$ cat src/rtl/serial_sub_pkg.sv
`default_nettype none
// ============================================================================
// Module   : serial_sub_pkg
// Brief    : Shared state encoding and default width for the serial subtractor.
// Revision : 1.0 - initial release
// ============================================================================
package serial_sub_pkg;

    localparam int unsigned c_default_width = 8;

    typedef enum logic [1:0] {
        IDLE = 2'd0,
        RUN  = 2'd1,
        DONE = 2'd2
    } state_t;

endpackage
`default_nettype wire

$ cat src/rtl/full_subtractor.sv
`default_nettype none
// ============================================================================
// Module   : full_subtractor
// Brief    : One-bit full subtractor, d = x - y - bin with borrow out.
// Revision : 1.0 - initial release
// ============================================================================
module full_subtractor (
    input  logic x,
    input  logic y,
    input  logic bin,
    output logic d,
    output logic bout
);

    assign d    = x ^ y ^ bin;
    assign bout = (~x & y) | (~(x ^ y) & bin);

endmodule
`default_nettype wire

$ cat src/rtl/serial_subtractor.sv
`default_nettype none
// ============================================================================
// Module   : serial_subtractor
// Brief    : Bit-serial a - b - bin, LSB first, valid/ready on both sides.
//            Define SERIAL_SUB_OVF_EN to add the signed overflow output.
// Revision : 1.0 - initial release
// ============================================================================
module serial_subtractor
    import serial_sub_pkg::*;
#(
    parameter int WIDTH = c_default_width
) (
    input  logic             clk,
    input  logic             rst_n,
    input  logic             in_valid,
    output logic             in_ready,
    input  logic [WIDTH-1:0] a,
    input  logic [WIDTH-1:0] b,
    input  logic             bin,
    output logic             out_valid,
    input  logic             out_ready,
    output logic [WIDTH-1:0] difference,
`ifdef SERIAL_SUB_OVF_EN
    output logic             borrow,
    output logic             overflow
`else
    output logic             borrow
`endif
);

    localparam int c_cnt_w = (WIDTH > 1) ? $clog2(WIDTH) : 1;

    state_t               r_state;
    state_t               w_state_nxt;
    logic [c_cnt_w-1:0]   r_cnt;
    logic [WIDTH-1:0]     r_a;
    logic [WIDTH-1:0]     r_b;
    logic                 r_brw;
    logic [WIDTH-1:0]     r_diff;
    logic                 r_borrow;
    logic                 w_accept;
    logic                 w_last;
    logic                 w_d;
    logic                 w_bout;

    full_subtractor u_fs (
        .x    (r_a[0]),
        .y    (r_b[0]),
        .bin  (r_brw),
        .d    (w_d),
        .bout (w_bout)
    );

    assign w_accept = in_valid && in_ready;
    assign w_last   = (r_cnt == c_cnt_w'(WIDTH - 1));

    always_comb begin
        w_state_nxt = r_state;
        in_ready    = 1'b0;
        out_valid   = 1'b0;
        case (r_state)
            IDLE: begin
                in_ready = 1'b1;
                if (in_valid) w_state_nxt = RUN;
            end
            RUN: begin
                if (w_last) w_state_nxt = DONE;
            end
            DONE: begin
                out_valid = 1'b1;
                if (out_ready) w_state_nxt = IDLE;
            end
            default: w_state_nxt = IDLE;
        endcase
    end

    // The minuend register doubles as the result shift register: each consumed
    // a-bit frees the MSB slot that the new difference bit shifts into.
    always_ff @(posedge clk or negedge rst_n) begin
        if (!rst_n) begin
            r_state  <= IDLE;
            r_cnt    <= '0;
            r_a      <= '0;
            r_b      <= '0;
            r_brw    <= 1'b0;
            r_diff   <= '0;
            r_borrow <= 1'b0;
        end else begin
            r_state <= w_state_nxt;
            case (r_state)
                IDLE: begin
                    if (w_accept) begin
                        r_a   <= a;
                        r_b   <= b;
                        r_brw <= bin;
                        r_cnt <= '0;
                    end
                end
                RUN: begin
                    r_a   <= {w_d, r_a[WIDTH-1:1]};
                    r_b   <= r_b >> 1;
                    r_brw <= w_bout;
                    r_cnt <= r_cnt + 1'b1;
                    if (w_last) begin
                        r_diff   <= {w_d, r_a[WIDTH-1:1]};
                        r_borrow <= w_bout;
                    end
                end
                default: ;
            endcase
        end
    end

`ifdef SERIAL_SUB_OVF_EN
    logic r_ovf;

    always_ff @(posedge clk or negedge rst_n) begin
        if (!rst_n) begin
            r_ovf <= 1'b0;
        end else if (r_state == RUN && w_last) begin
            r_ovf <= r_brw ^ w_bout;
        end
    end

    assign overflow = r_ovf;
`endif

    assign difference = r_diff;
    assign borrow     = r_borrow;

endmodule
`default_nettype wire

$ cat config.mk
export PLATFORM = sky130hd
export DESIGN_NAME = serial_subtractor
export DESIGN_NICKNAME = d
export VERILOG_FILES = /design/src/rtl/serial_sub_pkg.sv /design/src/rtl/full_subtractor.sv /design/src/rtl/serial_subtractor.sv
export SDC_FILE = /design/constraint.sdc
export NUM_CORES = 1
export LEC_CHECK = 0
export ABC_AREA = 1
export BUFFER_PORTS_ARGS = -buffer_cell sky130_fd_sc_hd__buf_2
export CELL_PAD_IN_SITES_DETAIL_PLACEMENT = 0
export CELL_PAD_IN_SITES_GLOBAL_PLACEMENT = 1
export CORE_MARGIN = 1
export CORE_UTILIZATION = 39
export DETAILED_ROUTE_END_ITERATION = 10
export HOLD_SLACK_MARGIN = 0.06
export PLACE_DENSITY = 0.82
export SYNTH_ARGS = -nofsm -noshare
export SYNTH_HDL_FRONTEND = slang
export SYNTH_SLANG_ARGS = --single-unit
export TNS_END_PERCENT = 5
$ cat constraint.sdc
create_clock -name clk -period 1.7 [get_ports clk]
set_input_delay 0.085 -clock clk [delete_from_list [all_inputs] [get_ports clk]]
set_output_delay 0.085 -clock clk [all_outputs]
set_load 0.02 [all_outputs]
[Word level (Yosys, flattened, before mapping)]
Index checks and enable logic that the tools add are counted.
Storage, ports and cells
  flip-flop bits (word level): 31
  input port bits: 21
  output and inout bits: 11
  logic and storage cells: 42
Cells by class
  $add $sub $neg: 1
  equality and inequality tests: 7
  mux-type cells: 14
  bitwise gates (word level): 7
  reductions and logical operators: 6
Operators by type and width (count)
  $pmux W8 S2: 2
  $mux W8: 2
  $ne A2 B2 Y1 const B: 4
  $mux W2: 3
  $pmux W2 S3: 1
  $pmux W3 S2: 1
  $reduce_and A2 Y1: 2
  $add A3 B1 Y3 const B: 1
  $eq A3 B3 Y1 const B: 1
  $mux W1: 3
  $mux W3: 1
  $reduce_and A3 Y1: 1
  $and A1 B1 Y1: 2
  $eq A2 B1 Y1 const B: 1
  $eq A2 B2 Y1 const B: 1
  $logic_not A2 Y1: 1
  $not A1 Y1: 2
  $pmux W1 S2: 1
  $reduce_bool A2 Y1: 1
  $xor A1 B1 Y1: 2
  $logic_and A1 B1 Y1: 1
  $or A1 B1 Y1: 1

[Longest topological paths before layout]
Gate-level depths: netlist of run 1.
  word-level depth: 5
  gate-level depth with buffers: 7
  gate-level depth less buffers: 6

[Hierarchy]
Synthesis of run 1 repeated with hierarchy kept, for this count alone.
Second synthesis, totals
  cell total of the unflattened synthesis: 195
  area total of the unflattened synthesis: 1567.8 µm²
Modules (own cells, without submodules)
  serial_subtractor: instances 1, cells each 191, area each 1536.5 µm², sequential area each 775.7 µm²
  full_subtractor: instances 1, cells each 4, area each 31.3 µm², sequential area each 0.0 µm²

[Least setup slack after synthesis of run 1]
OpenSTA, ideal clock, no wires.
  path kind: reg2reg
  from: register r_cnt[0]
  to: register r_state[1]
  library setup time: 136 ps
  data arrival time: 1132 ps
  required time: 1564 ps
  setup slack: 432 ps
  cell stages (with the launch flop): 6
  path buffers: 1
  clock period less this slack: 1268 ps
  cell sequence: dfrtp_1 ha_1 ha_1 nand2_4 buf_6 o31ai_1
On the way
  longest elaborated chain between the ends: 3
Ends and longest elaborated chain
  from (decl): RTL line serial_subtractor.sv:35  | logic [c_cnt_w-1:0] r_cnt;
  from (signal assigned): RTL line serial_subtractor.sv:103  | r_cnt <= r_cnt + 1'b1;
  $eq A3 B3 Y1: RTL line serial_subtractor.sv:55  | assign w_last = (r_cnt == c_cnt_w'(WIDTH - 1));
  $ne A2 B2 Y1 (no source line)
  $reduce_and A3 Y1 (no source line)
  to (signal assigned): RTL line serial_subtractor.sv:89  | r_state <= w_state_nxt;
  to (decl): RTL line serial_subtractor.sv:33  | state_t r_state;
No other way between the ends.
A chain may end at the register's enable or synchronous reset.

[Final worst setup path of run 1]
Same ends and word-level chain as after synthesis.

==> results of run 1 <==
[synthesized netlist by cell type (2+ instances only)]
cell	count	area share
sky130_fd_sc_hd__nand2_1	78	0.19
sky130_fd_sc_hd__inv_1	32	0.077
sky130_fd_sc_hd__dfrtp_1	31	0.50
sky130_fd_sc_hd__nand3_1	18	0.058
sky130_fd_sc_hd__o21ai_2	9	0.051
sky130_fd_sc_hd__nand2_4	3	0.022
sky130_fd_sc_hd__nor2_1	3	0.0072
sky130_fd_sc_hd__buf_2	2	0.0064
sky130_fd_sc_hd__buf_6	2	0.014
sky130_fd_sc_hd__ha_1	2	0.016
sky130_fd_sc_hd__inv_2	2	0.0048
[kinds of logic (layout without fill, tap and decap cells)]
| logic type | Yosys count | in the layout |
|---|---|---|
| adders and majority gates | 3 | 3 |
| DFF | 31 | 31 |
| and+or+nand+nor | 104 | 104 |
| buffers and inverters | 41 | 77 |
| AOI/OAI and AO/OA | 13 | 13 |
[state kept, by name (all words and copies together) (netlist names)]
name and flops:
r_b 8, r_a 8, borrow 1, r_brw 1
r_cnt 3, difference 8, r_state 2
[final cells by class]
cell class | instances | area share
Clock inverter | 1 | 0.00273
Sequential cell | 31 | 0.423
Clock buffer | 7 | 0.0417
Inverter | 35 | 0.0745
Timing Repair Buffer | 34 | 0.0997
Tap cell | 48 | 0.0328
Multi-Input combinational cell | 120 | 0.325
[critical path: stages, from the launching register on]
cell	delay, ps
sky130_fd_sc_hd__dfrtp_1	400
sky130_fd_sc_hd__ha_1	210
sky130_fd_sc_hd__ha_1	230
sky130_fd_sc_hd__nand2_4	240
sky130_fd_sc_hd__o31ai_1	120
[cells in the final DEF (no fill, tap or decap), drive strengths merged, types with 2 or more instances in the layout]
cell	count
dfrtp	31
inv	35
nand2	81
ha	2
clkbuf	7
dlygate4sd3	2
o21ai	10
nand3	18
nor2	4
a21oi	2
buf	32
[routing by layer]
layer,routed length [µm],GRT usage,vias up,part of all wire
li1,-,-,642,-
met1,1500,0.221,575,0.51
met2,1260,0.249,19,0.43
met3,102,0.0469,8,0.035
met4,80,0.0978,0,0.027
met5,0,0,-,0
[stage by stage]
step                 util  cells  setup WS (ps)
floorplan               -    192            432
global placement    0.462    266            356
detailed placement  0.462    266            375
CTS                 0.489    276            355
global route        0.489    276            268
finish              0.489    276            373
[worst max path at each step]
stage / from / to / slack (ps) / cells past startpoint
3_5_place_dp: r_state[1] / r_a[4] / 370 / 6
6_report: r_cnt[0] / r_state[1] / 370 / 4
2_1_floorplan: r_cnt[0] / r_state[1] / 430 / 5
4_1_cts: r_cnt[0] / r_state[1] / 350 / 4
5_1_grt: r_state[1] / r_b[6] / 270 / 6
3_3_place_gp: r_cnt[0] / r_state[1] / 360 / 4
[where the power goes]
part / internal (W) / switching [W]
Combinational: 0.000533 / 0.000937
Sequential: 0.00108 / 0.000193
Clock: 0.000286 / 0.000261
Total: 0.00190 / 0.00139
==> results.cfg, run 1 <==
[status]
status = finished clean

[clocking]
cts_root_buf = sky130_fd_sc_hd__clkbuf_8
clockBufferDepth = 2
clk_pin_slew_worst_paths_ps = 60
clock_sink_count = 31
worst_skew_pair.late_latency_ps = 290
cts-htree-levels = 2
cts.hold.buffers_added = 2
numCtsBuffers = 5
clock_tree_from_tritoncts = yes
cts_setup_buffers = 0
post_cts_sizing = 0

[logic_synthesis]
syn-num-nets = 216
netlist_instances = 192
postSynthRegisterBits = 31
yosysSeqAreaShare = 0.498
fraction_of_registers_with_async_set_or_reset_after_synthesis = 1.00
synth_xor_area_frac = 0
yosysUniqueCellTypes = 21
synth_adder_area_share = 0.0289
synth_top_family_by_area = simple AND/OR/NAND/NOR gates
yosysWarnings = 0
avgSynthCellArea_um2 = 8.12
yosys_most_used_dff = sky130_fd_sc_hd__dfrtp_1
synth_compound_gate_area_share = 0.0674
synth.mux.area_fraction = 0
area_share_of_and_or_nand_nor_cells_after_synthesis = 0.286
post_synth_edffs = 0
synth.cell_area_um2 = 1560

[global_route]
grt_remaining_overflow = 0
first_pass_grt_wire_length_um = 5330
via_count_of_the_first_global_routing_pass = 1168
grt_antenna_before_repair = 0
grt_start_max_net_pins = 32
grtUsageTotal = 0.169

[min_path]
min_from = b[7]
worst_hold_path.num_cells = 3
timing.hold.worst.class = in2reg
hold_end = r_b[7]

[floorplanning]
initial_core_util = 0.416
row_count = 22
die_area_um2 = 4250
dieWidth_um = 65.2
core-area_um2 = 3740
floorplan.die.height_um = 65.2
io_pins = 32

[cells_and_area]
antenna_cells_inserted = 0
layout-area-overhead-vs-synth_pct = 17.5
fin_nets = 251
sequential_cell_area_um2 = 776
stdcell_area_um2 = 1830
footprint_of_the_multi_input_gates_um2 = 596
layout_cell_share_with_drive_strength_beyond_1 = 0.246
fillers = 412

[timing]
max_slew_margin = 0.536
timing.setup.tns_ps = 0
rsz0062_at_grt = no
max_slew.worst_pin.slew_ps = 696
fin_skew_ps = 6.95
min_period_ps = 1330
report.final.hold_viol_count = 0
max_freq_ghz = 0.754
timing.hold.ws_ps = 82.4
report.final.setup_viol = 0
fin_crit_sh = 0.780
final_max_slew_viol_count = 0

[critical_path]
timing.critical_path.arrival_ps = 1480
reg2reg_from = r_cnt[0]
worst_r2r_endpoint = r_state[1]
critical_path_class = reg2reg
timing.critical_path.fanout_max = 19
reg2regPathDepth = 4
timing.critical_path.required_ps = 1850
ff2ff_setup_slack_ps = 370
cp-start-kind = flip-flop
endpoint_kind = flip-flop

[placement]
detailed_place.area_um2 = 1730
place.detailed.hpwl_um = 1970
routability_congestion = 0.802
portBuffers = 31

[drt]
detailroute.via_count = 1244
wl_per_cell_um = 10.7
route.final.wire_length_um = 2940
firstDrtPassIters = 4
ant_nets = 0
drt-initial-drc-count = 59
avgViaCountPerCell = 4.51
drc_errors = 0

[power]
max-vdd-ir-drop_mv = 0.675
power.leakage_nw = 1.08
power_dens_cells_nw_per_um2 = 1800
power.total_w = 0.00330

[flow_run]
timing.max_cap.violations = 0
No activity file was read; power rests on OpenSTA's default activity.
==> run 2: changes to the inputs <==
--- a/config.mk
+++ b/config.mk
@@ -10,10 +10,10 @@
 export CELL_PAD_IN_SITES_DETAIL_PLACEMENT = 0
 export CELL_PAD_IN_SITES_GLOBAL_PLACEMENT = 1
 export CORE_MARGIN = 1
-export CORE_UTILIZATION = 39
+export CORE_UTILIZATION = 35
 export DETAILED_ROUTE_END_ITERATION = 10
 export HOLD_SLACK_MARGIN = 0.06
-export PLACE_DENSITY = 0.82
+export PLACE_DENSITY = 0.78
 export SYNTH_ARGS = -nofsm -noshare
 export SYNTH_HDL_FRONTEND = slang
 export SYNTH_SLANG_ARGS = --single-unit
==> constraint.sdc (replaced) <==
create_clock -name clk -period 1.1 [get_ports clk]
set_input_delay 0.055 -clock clk [delete_from_list [all_inputs] [get_ports clk]]
set_output_delay 0.055 -clock clk [all_outputs]
set_load 0.02 [all_outputs]
==> results.cfg, run 2 (synthesized netlist as in run 1, its figures left out) <==
[status]
status = finished, violations left
violated_checks = setup timing

[critical_path]
ff2ff_setup_slack_ps = -110
reg2regPathDepth = 6
worst_r2r_endpoint = r_a[7]
critical_path_class = reg2reg
endpoint_kind = flip-flop
reg2reg_from = r_brw
cp-start-kind = flip-flop
worstSetupStartpoint = r_brw
timing.critical_path.fanout_max = 2
timing.critical_path.required_ps = 1270
timing.critical_path.arrival_ps = 1380

[clocking]
clock_sink_count = 31
cts-htree-levels = 2
numCtsBuffers = 5
clockBufferDepth = 2
clock_tree_from_tritoncts = yes
worst_skew_pair.late_latency_ps = 270
clk_pin_slew_worst_paths_ps = 60
cts_root_buf = sky130_fd_sc_hd__clkbuf_8

[power]
power_dens_cells_nw_per_um2 = 2870
max-vdd-ir-drop_mv = 1.11
intPower_w = 0.00362
netSwitchingFraction = 0.391
pwr-share-seq = 0.335
combPwrFrac = 0.475
pwr-share-clk = 0.190
power.leakage_nw = 1.17
switching_power_w = 0.00232

[placement]
placed_cells = 278
portBuffers = 31
place.detailed.hpwl_um = 2260
routability_congestion = 0.677

[global_route]
first_pass_grt_wire_length_um = 5400
grt_start_max_net_pins = 32
grtUsageTotal = 0.157
grt_antenna_before_repair = 0
grt_remaining_overflow = 0
via_count_of_the_first_global_routing_pass = 1196

[timing]
max_freq_ghz = 0.827
min_period_ps = 1210
fin_skew_ps = 5.16
final_max_slew_viol_count = 0
rsz0062_at_grt = yes
fin_crit_sh = 1.10
max_slew_margin = 0.869
report.final.setup_viol = 13
max_slew.worst_pin.slew_ps = 196
post-route-worst-setup-slack_ps = -109
timing.hold.ws_ps = 72.5
report.final.hold_viol_count = 0

[floorplanning]
dieWidth_um = 68.7
initial_core_util = 0.376
core-area_um2 = 4140
io_pins = 32
die_area_um2 = 4730
row_count = 23
floorplan.die.height_um = 68.7

[drt]
route.final.wire_length_um = 3150
firstDrtPassIters = 4
drt-initial-drc-count = 111
wl_per_cell_um = 10.8
ant_nets = 0
drc_errors = 0
detailroute.via_count = 1281
avgViaCountPerCell = 4.39

[cells_and_area]
layoutNonFillerInstCount = 292
layout_cell_share_with_drive_strength_beyond_1 = 0.335
final_common_cell = sky130_fd_sc_hd__nand2_1
final_cell_mix = 76 x sky130_fd_sc_hd__nand2_1, 30 x sky130_fd_sc_hd__inv_1, 29 x sky130_fd_sc_hd__dfrtp_1, 29 x sky130_fd_sc_hd__buf_2, 18 x sky130_fd_sc_hd__nand3_1
antenna_cells_inserted = 0
layout-area-overhead-vs-synth_pct = 32.8
fin_nets = 265

[min_path]
min_from = in_valid
worst_hold_path.num_cells = 3
hold_end = r_b[7]
timing.hold.worst.class = in2reg

[flow_run]
timing.max_cap.violations = 0
==> run 2: power groups by stage <==
stage,logic (W),clock network (W),registers (W)
finish,0.00282,0.00113,0.00199
global route,0.00321,0.00123,0.00206
CTS,0.00282,0.00117,0.00198
detailed placement,0.00266,0,0.00199
global placement,0.00261,0,0.00196
floorplan,0.00173,0,0.00210
==> run 2: routing by layer <==
layer,up-vias,part of all wire,track usage
li1,671,-,-
met4,0,0.010,0.0383
met5,-,0,0
met3,5,0.046,0.0461
met1,582,0.46,0.197
met2,23,0.48,0.266
==> run 2: through the flow <==
stage / area [µm²] / total power (W) / util / TNS (ps) / worst slack (ps)
floorplan: 1570 / 0.00383 / - / -931 / -86.3
global placement: 1850 / 0.00457 / 0.447 / -1150 / -114
detailed placement: 1850 / 0.00464 / 0.447 / -1340 / -146
CTS: 2050 / 0.00597 / 0.495 / -581 / -116
global route: 2070 / 0.00650 / 0.500 / -1510 / -186
finish: 2070 / 0.00594 / 0.500 / -391 / -109
==> run 2: repair_timing <==
action | 4_1_cts | 5_1_grt
setup endpoints to repair | 29 | 32
hold endpoints to repair | 33 | 0
buffers inserted | 2 | 1
pin swaps | 3 | 1
hold buffers | 3 | 0
resized for setup | 11 | 5
==> run 2: critical path: stages, from the launching register on <==
cell and delay [ps]:
sky130_fd_sc_hd__dfrtp_1 360, sky130_fd_sc_hd__inv_2 40, sky130_fd_sc_hd__fa_1 470, sky130_fd_sc_hd__inv_2 70
sky130_fd_sc_hd__nand2_1 50, sky130_fd_sc_hd__nand3_1 70, sky130_fd_sc_hd__nand2_1 50
==> run 2: worst max path at each step <==
stage             end  slack, ps
4_1_cts        r_a[7]       -120
6_report       r_a[7]       -110
5_1_grt        r_a[7]       -190
3_5_place_dp   r_a[7]       -150
2_1_floorplan  r_a[7]        -90
3_3_place_gp   r_a[7]       -110
==> run 2: layout make-up <==
type                       count  area, µm²
multi-input combinational    120        629
clock buffer                   6       82.6
sequential                    31        778
tap                           50       62.6
clock inverter                 2       35.0
timing repair buffer          48        344
fill                         426       2070
inverter                      35        139
